$ cat src/rtl/ahb_tohost_mailbox.sv
// AHB-Lite responder for the riscv-tests TOHOST/FROMHOST mailbox: decodes the
// test result, holds host requests until acknowledged, and runs a watchdog.
//
//   state   | meaning
//   --------+-----------------------------------------------------------
//   ST_RUN  | test running, no host request outstanding
//   ST_PEND | request in REQ_DATA waiting for REQ_ACK; TOHOST writes stall
//   ST_DONE | result final (absorbing until reset)
module ahb_tohost_mailbox #(
    parameter int unsigned TIMEOUT_CYC = 400000
) (
    input  logic        CLK,
    input  logic        RES_N,
    input  logic        S_HSEL,
    input  logic [1:0]  S_HTRANS,
    input  logic        S_HWRITE,
    input  logic [2:0]  S_HSIZE,
    input  logic [31:0] S_HADDR,
    input  logic [31:0] S_HWDATA,
    input  logic        S_HREADY,
    output logic        S_HREADYOUT,
    output logic [31:0] S_HRDATA,
    output logic        S_HRESP,
    output logic        TEST_DONE,
    output logic        TEST_PASS,
    output logic        TEST_TIMEOUT,
    output logic [30:0] TEST_CODE,
    output logic        REQ_VALID,
    output logic [31:0] REQ_DATA,
    input  logic        REQ_ACK,
    input  logic [31:0] ACK_DATA
);

    typedef enum logic [1:0] {ST_RUN, ST_PEND, ST_DONE} state_t;

    localparam logic        WD_EN   = (TIMEOUT_CYC != 0);
    localparam logic [31:0] WD_LAST = 32'(TIMEOUT_CYC - 1);

    state_t      state_q, state_d;
    logic        dp_valid_q, dp_valid_d;
    logic        dp_write_q, dp_write_d;
    logic        dp_err_q, dp_err_d;
    logic [1:0]  dp_addr_q, dp_addr_d;
    logic        err_phase_q, err_phase_d;
    logic [31:0] tohost_q, tohost_d;
    logic [31:0] fromhost_q, fromhost_d;
    logic [31:0] cycles_q, cycles_d;
    logic        done_q, done_d;
    logic        pass_q, pass_d;
    logic        timeout_q, timeout_d;
    logic [30:0] code_q, code_d;
    logic        req_valid_q, req_valid_d;
    logic [31:0] req_data_q, req_data_d;

    logic addr_acc, stall, wr_done, wr_tohost, wd_fire;
    logic unused_addr;

    assign unused_addr = ^{S_HADDR[31:4], S_HADDR[1:0], S_HTRANS[0]};

    always_comb begin
        addr_acc  = S_HSEL & S_HTRANS[1] & S_HREADY;
        stall     = dp_valid_q & dp_write_q & ~dp_err_q & (dp_addr_q == 2'd0)
                    & (state_q == ST_PEND);
        wr_done   = dp_valid_q & dp_write_q & ~dp_err_q & ~stall;
        wr_tohost = wr_done & (dp_addr_q == 2'd0);
        wd_fire   = WD_EN & (cycles_q == WD_LAST) & (state_q != ST_DONE);

        // Error responses take two cycles; the first one holds the bus.
        S_HRESP = dp_valid_q & dp_err_q;
        if (dp_valid_q & dp_err_q) S_HREADYOUT = err_phase_q;
        else                       S_HREADYOUT = ~stall;

        S_HRDATA = 32'd0;
        if (dp_valid_q & ~dp_write_q & ~dp_err_q) begin
            case (dp_addr_q)
                2'd0:    S_HRDATA = tohost_q;
                2'd1:    S_HRDATA = fromhost_q;
                2'd2:    S_HRDATA = {28'd0, timeout_q, req_valid_q, pass_q, done_q};
                default: S_HRDATA = cycles_q;
            endcase
        end

        dp_valid_d = dp_valid_q;
        dp_write_d = dp_write_q;
        dp_err_d   = dp_err_q;
        dp_addr_d  = dp_addr_q;
        if (S_HREADY) begin
            dp_valid_d = addr_acc;
            dp_write_d = S_HWRITE;
            dp_addr_d  = S_HADDR[3:2];
            dp_err_d   = (S_HSIZE != 3'b010) | (S_HWRITE & S_HADDR[3]);
        end
        err_phase_d = dp_valid_q & dp_err_q & ~err_phase_q;

        tohost_d = wr_tohost ? S_HWDATA : tohost_q;
        fromhost_d = fromhost_q;
        if (wr_done & (dp_addr_q == 2'd1)) fromhost_d = S_HWDATA;
        if ((state_q == ST_PEND) & REQ_ACK) fromhost_d = ACK_DATA;

        cycles_d = cycles_q;
        if (~done_q & (cycles_q != 32'hFFFF_FFFF)) cycles_d = cycles_q + 32'd1;

        state_d     = state_q;
        done_d      = done_q;
        pass_d      = pass_q;
        timeout_d   = timeout_q;
        code_d      = code_q;
        req_valid_d = req_valid_q;
        req_data_d  = req_data_q;
        if (wd_fire) begin
            state_d     = ST_DONE;
            done_d      = 1'b1;
            pass_d      = 1'b0;
            timeout_d   = 1'b1;
            code_d      = 31'd0;
            req_valid_d = 1'b0;
        end else begin
            case (state_q)
                ST_RUN: begin
                    if (wr_tohost & S_HWDATA[0]) begin
                        state_d = ST_DONE;
                        done_d  = 1'b1;
                        pass_d  = (S_HWDATA == 32'd1);
                        code_d  = S_HWDATA[31:1];
                    end else if (wr_tohost & (S_HWDATA != 32'd0)) begin
                        state_d     = ST_PEND;
                        req_valid_d = 1'b1;
                        req_data_d  = S_HWDATA;
                    end
                end
                ST_PEND: begin
                    if (REQ_ACK) begin
                        state_d     = ST_RUN;
                        req_valid_d = 1'b0;
                    end
                end
                default: state_d = ST_DONE;
            endcase
        end
    end

    always_ff @(posedge CLK or negedge RES_N) begin
        if (!RES_N) begin
            state_q     <= ST_RUN;
            dp_valid_q  <= 1'b0;
            dp_write_q  <= 1'b0;
            dp_err_q    <= 1'b0;
            dp_addr_q   <= 2'd0;
            err_phase_q <= 1'b0;
            tohost_q    <= 32'd0;
            fromhost_q  <= 32'd0;
            cycles_q    <= 32'd0;
            done_q      <= 1'b0;
            pass_q      <= 1'b0;
            timeout_q   <= 1'b0;
            code_q      <= 31'd0;
            req_valid_q <= 1'b0;
            req_data_q  <= 32'd0;
        end else begin
            state_q     <= state_d;
            dp_valid_q  <= dp_valid_d;
            dp_write_q  <= dp_write_d;
            dp_err_q    <= dp_err_d;
            dp_addr_q   <= dp_addr_d;
            err_phase_q <= err_phase_d;
            tohost_q    <= tohost_d;
            fromhost_q  <= fromhost_d;
            cycles_q    <= cycles_d;
            done_q      <= done_d;
            pass_q      <= pass_d;
            timeout_q   <= timeout_d;
            code_q      <= code_d;
            req_valid_q <= req_valid_d;
            req_data_q  <= req_data_d;
        end
    end

    assign TEST_DONE    = done_q;
    assign TEST_PASS    = pass_q;
    assign TEST_TIMEOUT = timeout_q;
    assign TEST_CODE    = code_q;
    assign REQ_VALID    = req_valid_q;
    assign REQ_DATA     = req_data_q;

endmodule

$ cat config.mk
export PLATFORM = sky130hd
export DESIGN_NAME = ahb_tohost_mailbox
export DESIGN_NICKNAME = d
export VERILOG_FILES = /design/src/rtl/ahb_tohost_mailbox.sv
export SDC_FILE = /design/constraint.sdc
export NUM_CORES = 1
export LEC_CHECK = 0
export ABC_AREA = 1
export BUFFER_PORTS_ARGS = -buffer_cell sky130_fd_sc_hd__buf_2
export CELL_PAD_IN_SITES_DETAIL_PLACEMENT = 0
export CELL_PAD_IN_SITES_GLOBAL_PLACEMENT = 1
export CORE_MARGIN = 1
export CORE_UTILIZATION = 42
export CTS_CLUSTER_SIZE = 8
export DETAILED_ROUTE_END_ITERATION = 16
export MAX_ROUTING_LAYER = met4
export PLACE_DENSITY_LB_ADDON = 0.1
export SYNTH_ARGS = -nofsm -noshare
export SYNTH_HDL_FRONTEND = slang
export SYNTH_SLANG_ARGS = --single-unit
export TNS_END_PERCENT = 100
$ cat constraint.sdc
create_clock -name CLK -period 4.55 [get_ports CLK]
set_input_delay 0.2275 -clock CLK [delete_from_list [all_inputs] [get_ports CLK]]
set_output_delay 0.2275 -clock CLK [all_outputs]
set_load 0.01 [all_outputs]
==> run summary <==
STATUS
-------------------------------------------------------------------------------------
Outcome                                                                  finished clean

ROUTE
-------------------------------------------------------------------------------------
DRT iter0 DRCs                                                                    528
Detailed-route wire length                                                    26.2 mm
Detailed-router iteration count before antenna repair                               5
Detailed-route wire length per cell                                           16.9 µm
Post-route ant nets                                                                 0
Count of vias placed by the detailed router                                     7,807
Via-to-Cell Ratio                                                                5.04
DR DRC count                                                                        0

CLOCK NETWORK
-------------------------------------------------------------------------------------
TritonCTS clock tree                                                             done
Count of cells resized by post-cts repair                                           0
Quantity of hold-fixing buffers added after cts                                     2
Clock latency on the worst-skew pair                                          0.44 ns
Clock-pin slew of the registers on the worst-case setup and hold paths        0.07 ns
Total number of H-tree levels                                                       4
Number of buffers added by the clock tree synthesis step                           17
Buffers from clock root to sink, at most                                            2
Clock Root Buffer                                                           clkbuf_16
Clock net sink count                                                              171
Post-CTS Setup Bufs                                                                 0

SETUP PATH
-------------------------------------------------------------------------------------
Worst R2R Start                                                           cycles_q[1]
Critical Setup Path Class                                                  reg -> reg
Worst Path Max Fanout                                                              40
Capturing element type of the critical path                                 flip-flop
Crit path launch type                                                       flip-flop
Depth of the most critical reg-to-reg path                                         10
Setup slack, reg-to-reg                                                       1.84 ns
Worst EP required                                                             4.88 ns
Critical path data arrival time                                               3.04 ns
Capturing point of the worst reg2reg path                                REQ_DATA[25]

MIN PATH
-------------------------------------------------------------------------------------
Worst min-delay path class                                                  in -> reg
Hold Startpoint                                                           ACK_DATA[6]
Sink of the worst hold path                                              fromhost_q[6]
WHS Path Cells                                                                      3

FINAL LAYOUT
-------------------------------------------------------------------------------------
Core Util, Final                                                                51.2%
Count of inserted antenna diode cells                                               0
Area of the multi-input gates                                                3600 µm²
Layout net count                                                                1,374
Footprint of the flip-flops and latches                                      4280 µm²
Share of post-route cells with drive strength above 1                           19.9%
Layout filler cell count                                                        2,083
Layout overhead on the synthesized area                                         19.8%

TIMING
-------------------------------------------------------------------------------------
Clock tree skew after final layout                                         0.00996 ns
Fin crit share                                                                  59.6%
Final Hold Vio Count                                                                0
Final-layout setup total negative slack                                          0 ns
Max-slew violations                                                                 0
Number of setup violations in the final report                                      0
Unrepaired setup endpoints after global routing                                    no
Slew @ Worst Pin                                                             0.944 ns
Relative max-transition margin                                                  37.1%
Highest achievable clock rate                                                 369 MHz
Final min period                                                              2.71 ns

DIE
-------------------------------------------------------------------------------------
Die height                                                                     145 µm
Placement Rows                                                                     52
Die W                                                                          145 µm
Total die area                                                             21,100 µm²
IO Pins                                                                           208
Effective utilization at floorplan                                              42.7%
Total core area                                                            20,200 µm²

SYNTH
-------------------------------------------------------------------------------------
Proportion of synthesized chip area in sequential cells                         49.7%
Avg Inst Size Synth                                                          7.78 µm²
Synth warn                                                                          0
Mapped Area                                                                  8620 µm²
Number of enable flip-flop cells after synthesis                                    0
Post-synth net total                                                            1,216
Most area-consuming cells after synthesis                                dfrtp_1 50%, nand2_1 15%, inv_1 5.4%, o21ai_1 4.7%, nor2_1 3.5%
Yosys top cell by area                                                        dfrtp_1
Number of standard cells after synthesis                                        1,108
Async SR Flop Fraction                                                           100%
Primary FF master, synth                                                      dfrtp_1
Count of unique library cells instantiated by Yosys                                43
FF+latch count, synth                                                             171
Fraction of post-synthesis cell area in the top cell type by area               49.7%

GRT
-------------------------------------------------------------------------------------
Busiest layer in global routing                                                  met1
Maximum number of pins on one net before global-route repair                       95
Global-route wire length before repair                                        41.9 mm
Antenna violations before repair                                                    0
Met2 routing resource usage after global routing                                37.8%
Global Route Usage Sum                                                          26.6%
Global-route met1 utilization                                                   38.6%
Via count of the first global-routing pass                                      7,440
Remaining global-route overflow                                                     0
M3 GR Usage                                                                     5.09%

PLACE
-------------------------------------------------------------------------------------
I/O Buffers                                                                       176
Routability-driven placement congestion ratio                                   0.929
HPWL Detailed                                                                 19.1 mm

PWR
-------------------------------------------------------------------------------------
Highest ir drop seen on vdd                                                0.000257 V
Power per standard cell area                                               341 nW/µm²
Leakage dissipation                                                           5.54 nW

RUN
-------------------------------------------------------------------------------------
MaxCap Viol Count                                                                   0

==> synthesized netlist by cell type, types with 3 or more instances <==
library cell and number:
o221ai_1 13, buf_4 5, inv_1 124, nand4_1 7, a21oi_1 3, clkbuf_1 31, buf_2 9, dfrtp_1 171
o21ai_0 60, buf_6 3, a31oi_1 4, nor3_1 22, xor2_1 20, nand3b_1 3, o21ai_1 81, nor3b_1 3
o211ai_1 26, o21ai_2 10, nor2_1 80, nand2_1 355, o311ai_0 11, inv_2 11, nand3_1 32
==> final cells by class <==
type | count | share of cell area (%)
repair buffers | 189 | 9.59
clock buffers | 17 | 4.12
well taps | 270 | 3.27
multi-input cells | 750 | 34.9
inverters | 137 | 5.01
flip-flops and latches | 171 | 41.5
clock inverters | 15 | 1.70
==> how the worst max path moves through the flow <==
stage                    to         from  slack [ns]  cells after the start
3_3_place_gp   REQ_DATA[16]  cycles_q[1]        1.92                     10
5_1_grt        REQ_DATA[24]  cycles_q[1]        1.59                     10
6_report       REQ_DATA[25]  cycles_q[1]        1.84                     10
4_1_cts        REQ_DATA[25]  cycles_q[1]        1.87                     10
3_5_place_dp   REQ_DATA[20]  cycles_q[1]        1.89                     10
2_1_floorplan   cycles_q[2]  cycles_q[1]        2.89                     11
==> cells in the final DEF (no fill, tap or decap), drive strengths merged <==
cell type / count
clkbuf: 17
nand3: 33
a221oi: 2
nand3b: 4
nor3b: 3
buf: 187
o22ai: 1
ha: 1
a31oi: 4
dlygate4sd3: 2
clkinvlp: 1
clkinv: 7
mux2: 1
nand2: 357
dfrtp: 171
nor2: 83
o311ai: 11
xnor2: 1
and2: 1
o221ai: 13
a21oi: 3
inv: 143
o31ai: 1
a311oi: 1
bufinv: 1
xor2: 20
a211oi: 1
nor3: 24
o21ai: 151
nand4: 7
o211ai: 26
o21bai: 1
==> power by group <==
group | switching, W | internal (W)
combinational | 0.000201 | 0.000124
sequential | 0.0000689 | 0.00164
clock | 0.000700 | 0.000786
==> sequential cells by signal, indices dropped and copies added, names as in the netlist <==
name / flops
REQ_DATA: 32
cycles_q: 32
fromhost_q: 32
tohost_q: 32
TEST_CODE: 31
dp_addr_q: 2
state_q: 2
REQ_VALID: 1
TEST_DONE: 1
TEST_PASS: 1
TEST_TIMEOUT: 1
dp_err_q: 1
dp_valid_q: 1
dp_write_q: 1
err_phase_q: 1
==> critical path, stage by stage (launching register included) <==
cell	delay [ns]
dfrtp_1	0.43
ha_1	0.25
nand3_2	0.14
nor2_4	0.06
nand3_1	0.12
nor2_1	0.08
nor2_1	0.18
nand3_2	0.67
buf_4	0.50
nand2_1	0.09
o21ai_1	0.06
==> kinds of logic (layout without fill, tap and decap cells) <==
kind of cell	count (synthesis)	after routing	share of synthesized area, %
flops	171	171	49.7
simple gates	512	512	24.1
xor+xnor	21	21	2.13
fa+ha+maj	1	1	0.145
mux	1	1	0.131
compound gates	215	215	15.0
buf+inv	187	358	8.78
==> per-stage QoR <==
stage | instances | hold WS, ns | cell area, µm² | setup slack (ns) | total power [W]
after floorplan | 1108 | -0.0681 | 8620 | 2.89 | 0.00191
after global placement | 1515 | 0.397 | 9700 | 1.92 | 0.00205
after detailed placement | 1515 | 0.393 | 9700 | 1.89 | 0.00206
after CTS | 1549 | 0.000924 | 10300 | 1.87 | 0.00355
after global routing | 1549 | 0.0182 | 10300 | 1.59 | 0.00367
final | 1549 | 0.0106 | 10300 | 1.84 | 0.00352
==> metal layers <==
metal	wire length, µm	vias to the layer above
met4	380	0
li1	-	3903
met2	11500	212
met5	0	-
met1	12900	3662
met3	1500	30
Power figures use the tool's default switching activity.
